--- config.mk ---
export PLATFORM = sky130hd
export DESIGN_NAME = alu_32bit_arbiter
export DESIGN_NICKNAME = d
export VERILOG_FILES = /design/src/rtl/alu_pkg.sv /design/src/rtl/alu_32bit.sv /design/src/rtl/alu_32bit_arbiter.sv
export SDC_FILE = /design/constraint.sdc
export NUM_CORES = 1
export LEC_CHECK = 0
export ABC_CLOCK_PERIOD_IN_PS = 4400
export CAP_MARGIN = 20
export CORE_MARGIN = 3
export CORE_UTILIZATION = 49
export CTS_CLUSTER_DIAMETER = 100
export DETAILED_ROUTE_END_ITERATION = 10
export GPL_TIMING_DRIVEN = 1
export PLACE_DENSITY_LB_ADDON = 0.1
export SYNTH_ARGS = -nofsm -noshare
export SYNTH_HDL_FRONTEND = slang
export SYNTH_SLANG_ARGS = --single-unit
--- constraint.sdc ---
create_clock -name clk -period 4.4 [get_ports clk]
set_input_delay 1.1 -clock clk [delete_from_list [all_inputs] [get_ports clk]]
set_output_delay 1.1 -clock clk [all_outputs]
set_load 0.01 [all_outputs]
--- src/rtl/alu_pkg.sv ---
// Shared types and constants for the 32-bit ALU and its two-port arbiter.
package alu_pkg;

   localparam int unsigned ALU_W = 32;
   localparam int unsigned SEL_W = 3;

   typedef enum logic [1:0] {
      ST_IDLE = 2'd0,
      ST_EXEC = 2'd1,
      ST_RESP = 2'd2
   } state_t;

   localparam logic [SEL_W-1:0] SEL_ADD = 3'd0;
   localparam logic [SEL_W-1:0] SEL_SUB = 3'd1;
   localparam logic [SEL_W-1:0] SEL_AND = 3'd2;
   localparam logic [SEL_W-1:0] SEL_OR  = 3'd3;
   localparam logic [SEL_W-1:0] SEL_XOR = 3'd4;
   localparam logic [SEL_W-1:0] SEL_NOT = 3'd5;
   localparam logic [SEL_W-1:0] SEL_SHL = 3'd6;
   localparam logic [SEL_W-1:0] SEL_SHR = 3'd7;

   typedef struct packed {
      logic [ALU_W-1:0] a;
      logic [ALU_W-1:0] b;
      logic [SEL_W-1:0] sel;
   } alu_req_t;

   typedef struct packed {
      logic [ALU_W-1:0] out;
      logic             c;
      logic             z;
      logic             n;
   } alu_rsp_t;

endpackage

--- src/rtl/alu_32bit.sv ---
// Combinational 32-bit ALU: add/sub with carry/borrow, logic ops, 1-bit shifts; z/n from result.
module alu_32bit
   import alu_pkg::*;
(
   input  logic [ALU_W-1:0] a,
   input  logic [ALU_W-1:0] b,
   input  logic [SEL_W-1:0] sel,
   output logic [ALU_W-1:0] out,
   output logic             c,
   output logic             z,
   output logic             n
);

   logic [ALU_W:0] ext;

   // Bit ALU_W carries the carry (add), borrow (sub) or shifted-out bit.
   always_comb begin
      ext = '0;
      case (sel)
         SEL_ADD: ext = {1'b0, a} + {1'b0, b};
         SEL_SUB: ext = {1'b0, a} - {1'b0, b};
         SEL_AND: ext = {1'b0, a & b};
         SEL_OR:  ext = {1'b0, a | b};
         SEL_XOR: ext = {1'b0, a ^ b};
         SEL_NOT: ext = {1'b0, ~a};
         SEL_SHL: ext = {a, 1'b0};
         SEL_SHR: ext = {a[0], 1'b0, a[ALU_W-1:1]};
         default: ext = '0;
      endcase
   end

   assign out = ext[ALU_W-1:0];
   assign c   = ext[ALU_W];
   assign z   = (out == '0);
   assign n   = out[ALU_W-1];

endmodule

--- src/rtl/alu_32bit_arbiter.sv ---
// Shares one alu_32bit between two valid/ready requester ports; one operation in flight at a time.
module alu_32bit_arbiter
   import alu_pkg::*;
#(
   parameter int unsigned RR_EN = 1,
   parameter int unsigned CNT_W = 16
) (
   input  logic             clk,
   input  logic             rst_n,
   input  logic             p0_req_valid,
   output logic             p0_req_ready,
   input  logic [ALU_W-1:0] p0_a,
   input  logic [ALU_W-1:0] p0_b,
   input  logic [SEL_W-1:0] p0_sel,
   output logic             p0_rsp_valid,
   input  logic             p0_rsp_ready,
   input  logic             p1_req_valid,
   output logic             p1_req_ready,
   input  logic [ALU_W-1:0] p1_a,
   input  logic [ALU_W-1:0] p1_b,
   input  logic [SEL_W-1:0] p1_sel,
   output logic             p1_rsp_valid,
   input  logic             p1_rsp_ready,
   output logic [ALU_W-1:0] rsp_out,
   output logic             rsp_c,
   output logic             rsp_z,
   output logic             rsp_n,
   output logic             busy,
   output logic [CNT_W-1:0] op_cnt
);

   state_t           state_q, state_d;
   alu_req_t         op_q;
   alu_rsp_t         rsp_q;
   logic             owner_q;
   logic             rr_last_q;
   logic [CNT_W-1:0] cnt_q;

   logic [1:0]       grant;
   logic [1:0]       ready;
   logic [1:0]       rsp_valid;
   logic             complete;

   logic [ALU_W-1:0] alu_out;
   logic             alu_c, alu_z, alu_n;

   alu_32bit u_alu (
      .a   (op_q.a),
      .b   (op_q.b),
      .sel (op_q.sel),
      .out (alu_out),
      .c   (alu_c),
      .z   (alu_z),
      .n   (alu_n)
   );

   // Contention goes to the port that did not complete last (or always p0 without round-robin).
   always_comb begin
      grant = 2'b00;
      if (p0_req_valid && p1_req_valid) begin
         if ((RR_EN != 0) && !rr_last_q) grant = 2'b10;
         else                            grant = 2'b01;
      end else begin
         grant = {p1_req_valid, p0_req_valid};
      end
   end

   always_ff @(posedge clk or negedge rst_n) begin
      if (!rst_n) state_q <= ST_IDLE;
      else        state_q <= state_d;
   end

   // Ready is masked during reset so nothing is offered while the block is held idle.
   always_comb begin
      state_d   = state_q;
      ready     = 2'b00;
      rsp_valid = 2'b00;
      complete  = 1'b0;
      case (state_q)
         ST_IDLE: begin
            ready = grant & {2{rst_n}};
            if (ready != 2'b00) state_d = ST_EXEC;
         end
         ST_EXEC: state_d = ST_RESP;
         ST_RESP: begin
            rsp_valid = owner_q ? 2'b10 : 2'b01;
            if (owner_q ? p1_rsp_ready : p0_rsp_ready) begin
               state_d  = ST_IDLE;
               complete = 1'b1;
            end
         end
         default: state_d = ST_IDLE;
      endcase
   end

   always_ff @(posedge clk or negedge rst_n) begin
      if (!rst_n) begin
         op_q      <= '0;
         owner_q   <= 1'b0;
         rsp_q     <= '0;
         cnt_q     <= '0;
         rr_last_q <= 1'b1;
      end else begin
         if (ready[1]) begin
            op_q    <= '{a: p1_a, b: p1_b, sel: p1_sel};
            owner_q <= 1'b1;
         end else if (ready[0]) begin
            op_q    <= '{a: p0_a, b: p0_b, sel: p0_sel};
            owner_q <= 1'b0;
         end
         if (state_q == ST_EXEC) rsp_q <= '{out: alu_out, c: alu_c, z: alu_z, n: alu_n};
         if (complete) begin
            cnt_q     <= cnt_q + CNT_W'(1);
            rr_last_q <= owner_q;
         end
      end
   end

   assign p0_req_ready = ready[0];
   assign p1_req_ready = ready[1];
   assign p0_rsp_valid = rsp_valid[0];
   assign p1_rsp_valid = rsp_valid[1];
   assign rsp_out      = rsp_q.out;
   assign rsp_c        = rsp_q.c;
   assign rsp_z        = rsp_q.z;
   assign rsp_n        = rsp_q.n;
   assign busy         = (state_q != ST_IDLE);
   assign op_cnt       = cnt_q;

endmodule
==> impl_results.html <==
<table>
<tr><th>Metric</th><th>Value</th></tr>
<tr><th colspan="2">Synthesis</th></tr>
<tr><td>Syn nets</td><td>approximately 1600</td></tr>
<tr><td>Combinational family with the most area after synthesis</td><td>compound AO/OA/AOI/OAI gates</td></tr>
<tr><td>Dominant cell type by area after synthesis</td><td>sky130_fd_sc_hd__dfrtp_1</td></tr>
<tr><td>Compound-gate portion of the synthesized area</td><td>a little over a fifth</td></tr>
<tr><td>Flip-flop cell with the highest count after synthesis</td><td>sky130_fd_sc_hd__dfrtp_1</td></tr>
<tr><td>Post-Synthesis Cells</td><td>about 1400</td></tr>
<tr><td>Share of synthesized area spent on multiplexers</td><td>5.11%</td></tr>
<tr><td>Count of state elements after synthesis</td><td>between 100 and 150</td></tr>
<tr><td>Area share of xor/xnor cells in the synthesized design</td><td>approximately 5%</td></tr>
<tr><td>Sequential cell area fraction in the yosys report</td><td>~29%</td></tr>
<tr><td>Distinct cell type count after synthesis</td><td>77</td></tr>
<tr><td>Post-synthesis share of cell area spent on full adders, half adders and majority gates</td><td>11.9%</td></tr>
<tr><td>Post-Synthesis Mean Instance Area</td><td>~7.7 um2</td></tr>
<tr><td>Simple-gate share of the synthesized area</td><td>between 20% and 30%</td></tr>
<tr><td>Most area-consuming cells after synthesis</td><td>sky130_fd_sc_hd__dfrtp_1, sky130_fd_sc_hd__ha_1, sky130_fd_sc_hd__nand2_1</td></tr>
<tr><td>Number of flops mapped to enable cells by yosys</td><td>0</td></tr>
<tr><td>Synth async-reset ratio</td><td>100%</td></tr>
<tr><td>Syn. warnings</td><td>0</td></tr>
<tr><td>Area fraction of the dominant cell type after synthesis</td><td>28.7%</td></tr>
<tr><td>Post-synthesis cell area</td><td>around 10000 um2</td></tr>
<tr><th colspan="2">CTS</th></tr>
<tr><td>Clock Tree Root</td><td>sky130_fd_sc_hd__clkbuf_16</td></tr>
<tr><td>Number of CTS-inserted buffers</td><td>17</td></tr>
<tr><td>Latest clock arrival within the worst-skew pair</td><td>430 ps</td></tr>
<tr><td>Count of H-tree levels built during CTS</td><td>4</td></tr>
<tr><td>CTS sink cnt</td><td>between 100 and 150</td></tr>
<tr><td>Hold bufs inserted after CTS</td><td>0</td></tr>
<tr><td>Clock tree from TritonCTS</td><td>yes</td></tr>
<tr><td>Clock edge transition at the registers on the reported setup and hold paths</td><td>~60 ps</td></tr>
<tr><td>CTS Buffer Depth</td><td>2</td></tr>
<tr><th colspan="2">Setup path</th></tr>
<tr><td>Largest fanout on the critical path</td><td>5</td></tr>
<tr><td>Required time at the worst-slack endpoint</td><td>around 4700 ps</td></tr>
<tr><td>Worst path max stage delay</td><td>between 500 and 600 ps</td></tr>
<tr><td>Type of destination of the critical path</td><td>flip-flop</td></tr>
<tr><td>Sequence of cells on the critical path</td><td>or4_4, or4_4, nor2_4, nand2_4, buf_4, o31ai_2, xnor2_1, ha_1, nand2_1, or3b_2, nand3b_1, buf_4, nand2b_1, mux2i_2, o22ai_1, nor4_2, nand4_1, o31ai_1</td></tr>
<tr><td>Data arrival at the endpoint of the critical path</td><td>a little under 5000 ps</td></tr>
<tr><td>CP startpoint kind</td><td>flip-flop</td></tr>
<tr><td>Critical path's slowest cell</td><td>sky130_fd_sc_hd__or4_4</td></tr>
<tr><td>CP Class</td><td>reg -&gt; reg</td></tr>
<tr><th colspan="2">Timing</th></tr>
<tr><td>Post-route clock skew</td><td>about 14 ps</td></tr>
<tr><td>Final worst path period need</td><td>4560 ps</td></tr>
<tr><td>Slew of the pin with the lowest slew margin</td><td>about 900 ps</td></tr>
<tr><td>Unrepaired setup endpoints after global routing</td><td>yes</td></tr>
<tr><td>Max-slew violation count</td><td>0</td></tr>
<tr><td>Final number of hold-violating endpoints</td><td>0</td></tr>
<tr><td>Final period utilization</td><td>104%</td></tr>
<tr><td>Final setup violation count</td><td>1</td></tr>
<tr><td>Final WS setup</td><td>-157 ps</td></tr>
<tr><td>Maximum clock frequency</td><td>219 MHz</td></tr>
<tr><td>Normalized max-slew margin</td><td>39.8%</td></tr>
<tr><th colspan="2">Layout</th></tr>
<tr><td>Post-route cell area</td><td>14400 um2</td></tr>
<tr><td>Most common cell after layout, fill and taps aside</td><td>sky130_fd_sc_hd__nand2_1</td></tr>
<tr><td>Top library cells by usage in the layout, fill and taps aside</td><td>sky130_fd_sc_hd__nand2_1, sky130_fd_sc_hd__clkdlybuf4s50_1, sky130_fd_sc_hd__buf_4</td></tr>
<tr><td>Number of nets in the layout</td><td>1858</td></tr>
<tr><td>Ant. Diodes</td><td>0</td></tr>
<tr><td>Layout-stage area growth over the synthesis result</td><td>37.1%</td></tr>
<tr><td>Fraction of layout instances using a drive strength above 1</td><td>about 15%</td></tr>
<tr><td>Final Core Density</td><td>approximately 70%</td></tr>
<tr><th colspan="2">Route</th></tr>
<tr><td>Total iterations of the first detailed-routing run</td><td>5</td></tr>
<tr><td>Vias per inst</td><td>between 5 and 6</td></tr>
<tr><td>Routed wire length per instance</td><td>between 15 and 20 um</td></tr>
<tr><td>Number of routed nets with antenna violations</td><td>0</td></tr>
<tr><td>Routed wire length</td><td>35300 um</td></tr>
<tr><td>Number of DRC violations after detailed-routing iteration 0</td><td>around 1000</td></tr>
<tr><td>Via count</td><td>~11000</td></tr>
<tr><td>Number of remaining DRC errors</td><td>0</td></tr>
<tr><th colspan="2">Power and ir drop</th></tr>
<tr><td>Combinational group share of total power</td><td>about three quarters</td></tr>
<tr><td>Final total power</td><td>around 0.015 W</td></tr>
<tr><td>Share of total power in the clock network</td><td>roughly a tenth</td></tr>
<tr><td>Switching power share of the total</td><td>slightly below 50%</td></tr>
<tr><td>Leakage</td><td>roughly 6.6 nW</td></tr>
<tr><td>Internal power summed over all cells</td><td>roughly 0.0076 W</td></tr>
<tr><td>Seq pwr share</td><td>between 10% and 20%</td></tr>
<tr><td>Power density over the cells</td><td>approximately 1000 nW/um2</td></tr>
<tr><td>Net switching power of the design</td><td>about 0.0072 W</td></tr>
<tr><td>IR drop worst, VDD</td><td>about 0.00050 V</td></tr>
<tr><th colspan="2">Placed design</th></tr>
<tr><td># port buffers</td><td>around 200</td></tr>
<tr><td>RePlAce Congestion</td><td>0.923</td></tr>
<tr><td>Total half-perimeter wirelength after legalization and detailed placement</td><td>around 27000 um</td></tr>
<tr><td>Placement Cell Area</td><td>13500 um2</td></tr>
<tr><th colspan="2">GRT</th></tr>
<tr><td>Number of global-route vias before repair</td><td>between 10000 and 15000</td></tr>
<tr><td>Number of antenna violations at the first check in global routing</td><td>0</td></tr>
<tr><td>GRT Util Overall</td><td>29.4%</td></tr>
<tr><td>Wire length of the first global-routing pass</td><td>~55000 um</td></tr>
<tr><td>Overflow after GRT</td><td>0</td></tr>
<tr><td>Maximum number of pins on one net before global-route repair</td><td>approximately 120</td></tr>
<tr><th colspan="2">Status</th></tr>
<tr><td>Status</td><td>finished, violations left</td></tr>
<tr><td>Violations in the final reports</td><td>setup timing</td></tr>
<tr><th colspan="2">Die</th></tr>
<tr><td>Die Y</td><td>152 um</td></tr>
<tr><td>Floorplan Core Area</td><td>~21000 um2</td></tr>
<tr><td># rows</td><td>52</td></tr>
<tr><td>Ports placed on the boundary</td><td>between 150 and 200</td></tr>
<tr><td>Die width</td><td>152 um</td></tr>
<tr><td>DIE AREA</td><td>approximately 23000 um2</td></tr>
<tr><td>Starting Density</td><td>50.8%</td></tr>
<tr><th colspan="2">Flow run</th></tr>
<tr><td>Max-Cap Viols</td><td>0</td></tr>
<tr><th colspan="2">Min path</th></tr>
<tr><td>Worst hold path class</td><td>reg -&gt; reg</td></tr>
</table>
[per-layer routing]
| layer | up-vias | wire length [um] | GRT usage [%] |
|---|---|---|---|
| li1 | 5307 | - | - |
| met1 | 5116 | 17100 | 46.0 |
| met2 | 483 | 14100 | 39.9 |
| met3 | 38 | 3280 | 6.70 |
| met4 | 0 | 744 | 8.65 |
| met5 | - | 0 | 0 |
[logic make-up after synthesis]
group / Yosys count
AND/OR/NAND/NOR: 501
AO/OA/AOI/OAI: 357
buffers and inverters: 168
flip-flops: 121
adder cells (fa/ha/maj): 99
XOR/XNOR: 60
multiplexers: 45
[per-stage QoR]
| step | setup WS, ps | instances | hold WS, ps | setup TNS, ps |
|---|---|---|---|---|
| 2_1_floorplan | -44.8 | 1351 | 492 | -44.8 |
| 3_3_place_gp | -191 | 1864 | 455 | -319 |
| 3_5_place_dp | -273 | 1864 | 463 | -736 |
| 4_1_cts | -174 | 1897 | 473 | -185 |
| 5_1_grt | -322 | 1902 | 491 | -630 |
| 6_report | -157 | 1902 | 470 | -157 |
[final timing paths]
| path | from | endpoint | slack [ps] | cells after the start |
|---|---|---|---|---|
| worst max-delay path | op_q[8]$_DFFE_PN0P_ | rsp_z$_DFFE_PN0N_ | -160 | 18 |
| worst min-delay path | op_cnt[15]$_DFFE_PN0P_ | op_cnt[15]$_DFFE_PN0P_ | 470 | 1 |
| worst max register to register | op_q[8]$_DFFE_PN0P_ | rsp_z$_DFFE_PN0N_ | -160 | 18 |
| worst min register to register | op_cnt[15]$_DFFE_PN0P_ | op_cnt[15]$_DFFE_PN0P_ | 470 | 1 |
| max in group asynchronous | rst_n | op_q[2]$_DFFE_PN0P_ | 2860 | 2 |
| min in group asynchronous | rst_n | op_q[65]$_DFFE_PN0P_ | 540 | 1 |
[area by class of cell]
cell class | count | area, um2
multi-input cells | 1062 | 7060
fillers | 1727 | 6270
flip-flops and latches | 121 | 3030
repair buffers | 334 | 3010
clock buffers | 19 | 443
well taps | 270 | 338
inverters | 83 | 312
clock inverters | 13 | 168
[worst max-delay path: cells and delay by family (launching register included)]
family	cells	cell delay [ps]
and+or+nand+nor	10	2540
AOI/OAI and AO/OA	3	580
adders and majority gates	1	380
DFF	1	370
buffers and inverters	2	280
muxes	1	230
xor gates and xnor gates	1	100
[cells in the mapped netlist, drive strengths merged (16+ instances only)]
cell and instances:
nand3 21, a31oi 77, o21ai 84, dfrtp 120, o22ai 24, buf 21
xnor2 52, nor2 124, nand4 16, ha 98, clkbuf 64, mux2i 31
a21oi 67, nand2 261, inv 83
[sequential cells by signal (all words and copies together) (netlist names)]
signal and flops:
op_q 67, rsp_out 32, op_cnt 16, state_q 2, owner_q 1, rr_last_q 1
rsp_c 1, rsp_z 1
[power by group through the flow]
stage / combinational [W] / clock [W] / sequential (W)
after floorplan: 0.00614 / 0 / 0.00217
after global placement: 0.0101 / 0 / 0.00228
after detailed placement: 0.0102 / 0 / 0.00231
after CTS: 0.0103 / 0.00150 / 0.00229
after global routing: 0.0119 / 0.00156 / 0.00238
final: 0.0109 / 0.00149 / 0.00233
[timing repair]
action	4_1_cts	5_1_grt
setup buffers	1	5
setup endpoints to repair	5	11
cloned	0	0
pin swaps	3	9
resized for setup	11	44
(Power assumes the default switching activity.)
